<file path="src/rtl/task_pulse_gen_pkg.sv">
// Shared definitions for the task pulse engine: state encoding, default widths
// and the state chosen when a pulse completes.
package task_pulse_gen_pkg;

   localparam int DEFAULT_DELAY_W  = 16;
   localparam int DEFAULT_WIDTH_W  = 16;
   localparam int DEFAULT_REPEAT_W = 8;

   typedef enum logic [1:0] {
      ST_IDLE = 2'd0,
      ST_WAIT = 2'd1,
      ST_HIGH = 2'd2,
      ST_DONE = 2'd3
   } state_t;

   // Where a finished pulse goes: out of the train, into a gap, or straight
   // into the next pulse so that back-to-back pulses merge.
   function automatic state_t state_after_pulse(input logic last_pulse,
                                                input logic has_delay);
      state_t nxt;
      if (last_pulse)
         nxt = ST_DONE;
      else if (has_delay)
         nxt = ST_WAIT;
      else
         nxt = ST_HIGH;
      return nxt;
   endfunction

endpackage

</file>
<file path="src/rtl/task_pulse_gen_load_down_counter.sv">
// Loadable down-counter with a zero flag; holds at zero instead of wrapping.
module load_down_counter #(
   parameter int W = 16
) (
   input  logic         clk,
   input  logic         rst,
   input  logic         load,
   input  logic         en,
   input  logic [W-1:0] load_value,
   output logic         zero
);

   logic [W-1:0] count;
   localparam logic [W-1:0] ONE = W'(1);

   always_ff @(posedge clk or posedge rst) begin
      if (rst)
         count <= '0;
      else if (load)
         count <= load_value;
      else if (en && (count != '0))
         count <= count - ONE;
   end

   assign zero = (count == '0);

endmodule

</file>
<file path="src/rtl/task_pulse_gen.sv">
// Task engine: on an accepted START emits a train of DELAY-low / WIDTH-high
// pulses, then strobes TASK_DONE for one cycle to close the busy handshake.
module task_pulse_gen
   import task_pulse_gen_pkg::*;
#(
   parameter int DELAY_W  = DEFAULT_DELAY_W,
   parameter int WIDTH_W  = DEFAULT_WIDTH_W,
   parameter int REPEAT_W = DEFAULT_REPEAT_W
) (
   input  logic                CLK,
   input  logic                RESET,
   input  logic                START,
   input  logic                STOP,
   input  logic [DELAY_W-1:0]  DELAY,
   input  logic [WIDTH_W-1:0]  WIDTH,
   input  logic [REPEAT_W-1:0] REPEAT,
   output logic                PULSE,
   output logic                BUSY,
   output logic                TASK_DONE,
   output logic [REPEAT_W-1:0] PULSE_CNT
);

   localparam logic [DELAY_W-1:0]  D_ONE = DELAY_W'(1);
   localparam logic [WIDTH_W-1:0]  W_ONE = WIDTH_W'(1);
   localparam logic [REPEAT_W-1:0] R_ONE = REPEAT_W'(1);

   state_t              state;
   logic [DELAY_W-1:0]  delay_lat;
   logic [WIDTH_W-1:0]  width_lat;
   logic [REPEAT_W-1:0] repeat_lat;

   logic                start_run;
   logic                pulse_end;
   logic                last_pulse;
   logic [REPEAT_W-1:0] cnt_inc;
   logic                delay_load;
   logic                delay_en;
   logic [DELAY_W-1:0]  delay_value;
   logic                delay_zero;
   logic                width_load;
   logic                width_en;
   logic [WIDTH_W-1:0]  width_value;
   logic                width_zero;

   // In IDLE the counters load straight from the ports, since the latched
   // copies are only written on that same edge.
   always_comb begin
      start_run   = (state == ST_IDLE) && START && !STOP && (WIDTH != '0);
      pulse_end   = (state == ST_HIGH) && width_zero && !STOP;
      cnt_inc     = PULSE_CNT + R_ONE;
      last_pulse  = (repeat_lat != '0) && (cnt_inc == repeat_lat);

      delay_value = (state == ST_IDLE) ? (DELAY - D_ONE) : (delay_lat - D_ONE);
      width_value = (state == ST_IDLE) ? (WIDTH - W_ONE) : (width_lat - W_ONE);

      delay_load  = (start_run && (DELAY != '0)) ||
                    (pulse_end && !last_pulse && (delay_lat != '0));
      width_load  = (start_run && (DELAY == '0)) ||
                    ((state == ST_WAIT) && delay_zero && !STOP) ||
                    (pulse_end && !last_pulse && (delay_lat == '0));
      delay_en    = (state == ST_WAIT);
      width_en    = (state == ST_HIGH);
   end

   load_down_counter #(.W(DELAY_W)) u_delay_cnt (
      .clk        (CLK),
      .rst        (RESET),
      .load       (delay_load),
      .en         (delay_en),
      .load_value (delay_value),
      .zero       (delay_zero)
   );

   load_down_counter #(.W(WIDTH_W)) u_width_cnt (
      .clk        (CLK),
      .rst        (RESET),
      .load       (width_load),
      .en         (width_en),
      .load_value (width_value),
      .zero       (width_zero)
   );

   always_ff @(posedge CLK or posedge RESET) begin
      if (RESET) begin
         state      <= ST_IDLE;
         delay_lat  <= '0;
         width_lat  <= '0;
         repeat_lat <= '0;
         PULSE      <= 1'b0;
         BUSY       <= 1'b0;
         TASK_DONE  <= 1'b0;
         PULSE_CNT  <= '0;
      end else begin
         TASK_DONE <= 1'b0;
         case (state)
            ST_IDLE: begin
               if (START) begin
                  delay_lat  <= DELAY;
                  width_lat  <= WIDTH;
                  repeat_lat <= REPEAT;
                  BUSY       <= 1'b1;
                  if (start_run) begin
                     PULSE_CNT <= '0;
                     if (DELAY == '0) begin
                        state <= ST_HIGH;
                        PULSE <= 1'b1;
                     end else begin
                        state <= ST_WAIT;
                     end
                  end else begin
                     // Zero-work start still completes the handshake.
                     state     <= ST_DONE;
                     TASK_DONE <= 1'b1;
                  end
               end
            end

            ST_WAIT: begin
               if (STOP) begin
                  state     <= ST_DONE;
                  TASK_DONE <= 1'b1;
               end else if (delay_zero) begin
                  state <= ST_HIGH;
                  PULSE <= 1'b1;
               end
            end

            ST_HIGH: begin
               if (STOP) begin
                  // Abort mid-pulse: the partial pulse is not counted.
                  state     <= ST_DONE;
                  PULSE     <= 1'b0;
                  TASK_DONE <= 1'b1;
               end else if (width_zero) begin
                  PULSE_CNT <= cnt_inc;
                  state     <= state_after_pulse(last_pulse, delay_lat != '0);
                  PULSE     <= !last_pulse && (delay_lat == '0);
                  TASK_DONE <= last_pulse;
               end
            end

            ST_DONE: begin
               state <= ST_IDLE;
               BUSY  <= 1'b0;
            end

            default: begin
               state <= ST_IDLE;
               PULSE <= 1'b0;
               BUSY  <= 1'b0;
            end
         endcase
      end
   end

endmodule

</file>
<file path="config.mk">
export PLATFORM = sky130hd
export DESIGN_NAME = task_pulse_gen
export DESIGN_NICKNAME = d
export VERILOG_FILES = /design/src/rtl/task_pulse_gen_pkg.sv /design/src/rtl/task_pulse_gen_load_down_counter.sv /design/src/rtl/task_pulse_gen.sv
export SDC_FILE = /design/constraint.sdc
export NUM_CORES = 1
export LEC_CHECK = 0
export BUFFER_PORTS_ARGS = -buffer_cell sky130_fd_sc_hd__buf_2
export CAP_MARGIN = 20
export CELL_PAD_IN_SITES_DETAIL_PLACEMENT = 0
export CELL_PAD_IN_SITES_GLOBAL_PLACEMENT = 1
export CORE_MARGIN = 2
export CORE_UTILIZATION = 47
export DETAILED_ROUTE_END_ITERATION = 6
export PLACE_DENSITY = 0.92
export SLEW_MARGIN = 30
export SYNTH_ARGS = -nofsm -noshare
export SYNTH_HDL_FRONTEND = slang
export SYNTH_HIERARCHICAL = 1
export SYNTH_SLANG_ARGS = --single-unit
</file>
<file path="constraint.sdc">
create_clock -name CLK -period 4.8 [get_ports CLK]
set_clock_uncertainty 0.1 [all_clocks]
set_input_delay 0.96 -clock CLK [delete_from_list [all_inputs] [get_ports CLK]]
set_output_delay 0.96 -clock CLK [all_outputs]
set_load 0.01 [all_outputs]
</file>
==> results_dict.tcl, run 1 <==
set metrics [dict create \
    status "complete, no violations" \
    critPathKind "reg -> reg" \
    cts_setup_buffers 0 \
    grt_overflow 0 \
    detail_route.wl_per_cell_um 17.5 \
    fin_setup_tns_ns 0 \
    grt_pass1_vias 4817 \
    drv_cap 0 \
    ir_worst_vdd_mv 0.470 \
    critPathCaptureType "flip-flop" \
    drive_above_1_share_pct 20.4 \
    drc 0 \
    fill_cells 1099 \
    start_kind "flip-flop" \
    worstPathArrival_ns 3.91 \
    whs_ns 0.417 \
    final_cell_mix "85 x dfrtp_1, 59 x nor2_1, 54 x buf_2, 40 x mux2_2, 40 x nand2_1" \
    grt_pass1_wl_mm 23.8 \
    cts_buffers 9 \
    synth_fp_nets 678 \
    cts_resized 0 \
    hold_viol 0 \
    coreArea_um2 12000 \
    drtAntennaViolNets 0 \
    leakagePower_nw 2.51 \
    worstHoldPathType "reg -> reg" \
    htree_levels 3 \
    period_minus_slack_ns 3.79 \
    yosysWarningCount 6 \
    dp_hpwl_mm 10.7 \
    worstMarginPinSlew_ns 0.828 \
    required_ns 4.92 \
    slew_headroom_pct 44.1 \
    synth_seq_cells 85 \
    crit_path_frequent_cell "inv_1" \
    cts_buffer_depth 2 \
    avgSynthCellArea_um2 9.23 \
    nets 722 \
    path_max_fanout 21 \
    clk_latency_ns 0.34 \
    grt_antenna_before_repair 0 \
    yosysSeqAreaShare_pct 36.6 \
    powerDensity_nw_per_um2 565 \
    grt_max_degree 54 \
    synth_edf_count 0 \
    dpl_cell_area_um2 6190 \
    die-area_um2 13300 \
    cts_root_buf "clkbuf_16" \
    dr.pass1.iters 5 \
    synthFlopType "dfrtp_1" \
    slew_violations 0 \
    grt_usage_pct 22.4 \
    insertedDiodeCount 0 \
    via_count 5087 \
    vias_per_cell 6.17 \
    syn_area_um2 5800 \
    clk_pin_slew_ns 0.07 \
    clock_sink_count 85 \
    crit_slowest_cell "or4b_2" \
    gp_congestion 0.904 \
    finalSetupViolCount 0 \
    ys_async_sr_fraction_pct 100 \
    layout_commonest_cell "dfrtp_1" \
    min_period_over_period_pct 78.9 \
    initial_core_util_pct 48.3 \
    cp_slowest_stage_delay_ns 0.63 \
    cts_tree "yes" \
    synth_cells 629 \
    crit_chain "inv_1 > ha_1 > or4b_2 > or4_4 > inv_2 > inv_1 > nor4_2 > nand3_1 > nand2_1 > buf_4 > inv_1 > nand2_1 > a21oi_1 > a311o_1" \
    die_y_um 115 \
    pin_count 55 \
    fp-row-count 40 \
    io_buffers 54 \
    power_mw 3.65 \
    rsz0062_at_grt "false" \
    die_w_um 115 \
    drt_iter0_markers 370 \
    maxClockFrequency_mhz 264 \
    final_cell_area_um2 6470 \
    area_growth_pct 11.4 \
    ys_types 70 \
    holdBufCountCts 0 \
    drt-total-wl_mm 14.5 \
]
==> cell usage after synthesis, drive strengths merged (17+ instances only) <==
library cell | n | area [um2]
mux2i | 37 | 370
nor2 | 60 | 225
nand2 | 41 | 154
dfrtp | 85 | 2130
a31oi | 19 | 119
a21oi | 20 | 111
nand3 | 17 | 85.1
xor2 | 22 | 193
xnor2 | 23 | 201
o21ai | 26 | 130
inv | 28 | 105
nor3 | 30 | 150
mux2 | 40 | 450
==> critical path, delay by kind of cell, from the launching register on <==
kind / cells / cell delay, ns
AND/OR/NAND/NOR: 6 / 1.73
adder cells (fa/ha/maj): 1 / 0.25
flip-flops: 1 / 0.40
buffers and inverters: 5 / 0.81
AO/OA/AOI/OAI: 2 / 0.38
==> report_power, final <==
group          total (mW)  leakage, nW  internal [mW]  switching, mW
Clock               0.644        0.128          0.351          0.293
Sequential           1.40        0.991           1.02          0.379
Combinational        1.61         1.39          0.768          0.844
==> layout make-up <==
type | count | area [um2] | area share, %
tap | 147 | 184 | 2.84
clock inverter | 7 | 50.0 | 0.774
inverter | 28 | 105 | 1.63
timing repair buffer | 60 | 315 | 4.88
multi-input combinational | 489 | 3460 | 53.5
sequential | 85 | 2130 | 32.9
clock buffer | 9 | 225 | 3.48
==> cells by family (layout without fill, tap and decap cells) <==
logic type	after synthesis	in the layout	share of synthesized area (%)
AND/OR/NAND/NOR	246	246	23.0
multiplexers	77	77	14.1
adder cells (fa/ha/maj)	5	5	1.08
buffers and inverters	55	104	4.03
AO/OA/AOI/OAI	115	115	13.9
flip-flops	85	85	36.6
XOR/XNOR	46	46	7.18
==> routing by layer <==
metal / part of all wire (%) / vias to the layer above / GRT usage, %
li1: - / 2430 / -
met1: 47 / 2445 / 32.2
met2: 46 / 193 / 35.1
met3: 5.9 / 19 / 3.43
met4: 1.3 / 0 / 6.59
met5: 0 / - / 0
==> state kept, by name, summed over array words and instances, names as in the netlist <==
register,count
TASK_DONE,1
width_lat,16
repeat_lat,8
delay_lat,16
PULSE_CNT,8
u_delay_cnt/count,16
BUSY,1
state,2
PULSE,1
u_width_cnt/count,16
==> metrics by stage <==
stage          util, %  setup slack, ns  cells
2_1_floorplan        -             1.20    629
3_3_place_gp      51.5             1.20    809
3_5_place_dp      51.5             1.10    809
4_1_cts           53.8             1.08    825
5_1_grt           53.8            0.729    825
6_report          53.8             1.01    825
==> final timing paths <==
check                                        end  slack (ns)                 start  cells past startpoint
min reg2reg                        width_lat[15]        0.42         width_lat[15]                      1
max reg2reg                u_width_cnt/count[13]        1.01  u_width_cnt/count[0]                     14
min in group asynchronous   u_width_cnt/count[9]        0.62                 RESET                      2
max in group asynchronous          width_lat[12]        3.41                 RESET                      3
min                                width_lat[15]        0.42         width_lat[15]                      1
max                        u_width_cnt/count[13]        1.01  u_width_cnt/count[0]                     14
Note: power is estimated with default switching activity, not from simulation.
==> run 2: changes to the inputs <==
Settings changed: CORE_UTILIZATION 47 to 42, PLACE_DENSITY 0.92 to 0.87.
Clock period 4.8 ns to 3.07 ns, I/O delays scaled along.
==> results_dict.tcl, run 2 (synthesis results as in run 1) <==
set metrics [dict create \
    status "complete, no violations" \
    drc 0 \
    via_count 5239 \
    reg2reg_slack_ns 0.13 \
    worstHoldPathType "in -> async" \
    grt_pass1_vias 5119 \
    cts_tree "yes" \
    pin_count 55 \
    dp_hpwl_mm 11.8 \
    rsz0062_at_grt "true" \
    drtAntennaViolNets 0 \
    dr.pass1.iters 5 \
    start_kind "flip-flop" \
    area_growth_pct 18.7 \
    setup_slack_ns 0.130 \
    maxClockFrequency_mhz 340 \
    worstMarginPinSlew_ns 0.698 \
    ir_worst_vdd_mv 0.572 \
    vias_per_cell 5.87 \
    nets 760 \
    worstPathArrival_ns 3.07 \
    cts_root_buf "clkbuf_16" \
    die_w_um 122 \
    reg2reg_to "u_delay_cnt/count[13]" \
    period_minus_slack_ns 2.94 \
    clock_sink_count 85 \
    min_period_over_period_pct 95.8 \
    grt_max_degree 44 \
    coreArea_um2 13300 \
    drt_iter0_markers 434 \
    detail_route.wl_per_cell_um 17.5 \
    clk_latency_ns 0.36 \
    cts_buffers 9 \
    drt-total-wl_mm 15.6 \
    grt_usage_pct 22.3 \
    hold_viol 0 \
    drv_cap 0 \
    htree_levels 3 \
    fp-row-count 42 \
    slew_headroom_pct 53.0 \
    grt_pass1_wl_mm 25.8 \
    layout_commonest_cell "dfrtp_1" \
    ff2ff_path_depth 11 \
    grt_overflow 0 \
    die-area_um2 14800 \
    critPathCaptureType "flip-flop" \
    finalSetupViolCount 0 \
    clk_pin_slew_ns 0.07 \
    fill_cells 1259 \
    initial_core_util_pct 43.5 \
    dp_slack_ns 0.00780 \
    grt_antenna_before_repair 1 \
    slew_violations 0 \
    io_buffers 54 \
    powerDensity_nw_per_um2 888 \
    utilization_pct 51.6 \
    gp_congestion 0.958 \
    critPathKind "reg -> reg" \
    drive_above_1_share_pct 26.1 \
    final_cell_mix "85 x dfrtp_1, 59 x nor2_1, 54 x buf_2, 42 x buf_4, 40 x mux2_2" \
    die_y_um 122 \
    cts_buffer_depth 2 \
    rr_startpoint "u_width_cnt/count[6]" \
    leakagePower_nw 2.73 \
    path_max_fanout 6 \
    required_ns 3.20 \
]
==> run 2: area by class of cell <==
type                            instances  area [um2]  share of cell area, %
Multi-Input combinational cell        489        3510                   51.0
Sequential cell                        85        2130                   30.9
Timing Repair Buffer                   98         608                   8.83
Clock buffer                           11         253                   3.67
Tap cell                              176         220                   3.20
Inverter                               28         110                   1.60
Clock inverter                          5        57.6                  0.835
Antenna cell                            1        2.50                 0.0363
==> run 2: report_power, final <==
part	total (mW)	switching (mW)	internal [mW]
combinational	2.87	1.49	1.37
clock	1.14	0.467	0.676
sequential	2.11	0.515	1.59
total	6.12	2.47	3.64
==> run 2: per-stage QoR <==
stage / TNS [ns] / hold slack (ns) / cells / area [um2] / power [mW]
global placement: 0 / 0.390 / 873 / 6540 / 4.83
finish: 0 / 0.0986 / 893 / 6890 / 6.12
detailed placement: 0 / 0.397 / 873 / 6540 / 4.94
global route: -0.101 / 0.114 / 892 / 6890 / 6.54
floorplan: -0.273 / 0.379 / 629 / 5910 / 4.08
CTS: 0 / 0.0947 / 889 / 6850 / 6.12
==> run 2: how the worst max path moves through the flow <==
stage | startpoint | to | slack (ns)
5_1_grt | PULSE_CNT[2] | u_delay_cnt/count[13] | -0.06
2_1_floorplan | u_width_cnt/count[1] | u_width_cnt/count[13] | -0.10
3_3_place_gp | u_width_cnt/count[0] | u_delay_cnt/count[13] | 0.04
6_report | u_width_cnt/count[6] | u_delay_cnt/count[13] | 0.13
3_5_place_dp | u_width_cnt/count[0] | u_delay_cnt/count[13] | 0.008
4_1_cts | u_width_cnt/count[0] | u_delay_cnt/count[13] | 0.12
==> run 2: metal layers <==
metal | part of all wire, % | vias to the layer above | track usage, % | wire [um]
li1 | - | 2511 | - | -
met1 | 46 | 2534 | 30.2 | 7110
met2 | 46 | 170 | 35.2 | 7240
met3 | 6.1 | 24 | 5.99 | 951
met4 | 1.9 | 0 | 6.61 | 291
met5 | 0 | - | 0 | 0
==> run 2: repair_timing <==
item,in CTS,in global routing
gates resized for setup,0,5
hold buffers,0,0
pin swaps,1,8
buffers inserted,0,3
setup endpoints to repair,2,6
hold endpoints to repair,0,0
==> run 2: worst max-delay path, cell delays in order, from the launching register on <==
cell and delay (ns):
dfrtp_1 0.43, or4_1 0.58, or4_4 0.58, inv_4 0.08, inv_4 0.04, nor4_4 0.29
nand3_2 0.15, nand2_4 0.13, inv_2 0.05, nand2_1 0.06, a21oi_1 0.04, a311o_1 0.29
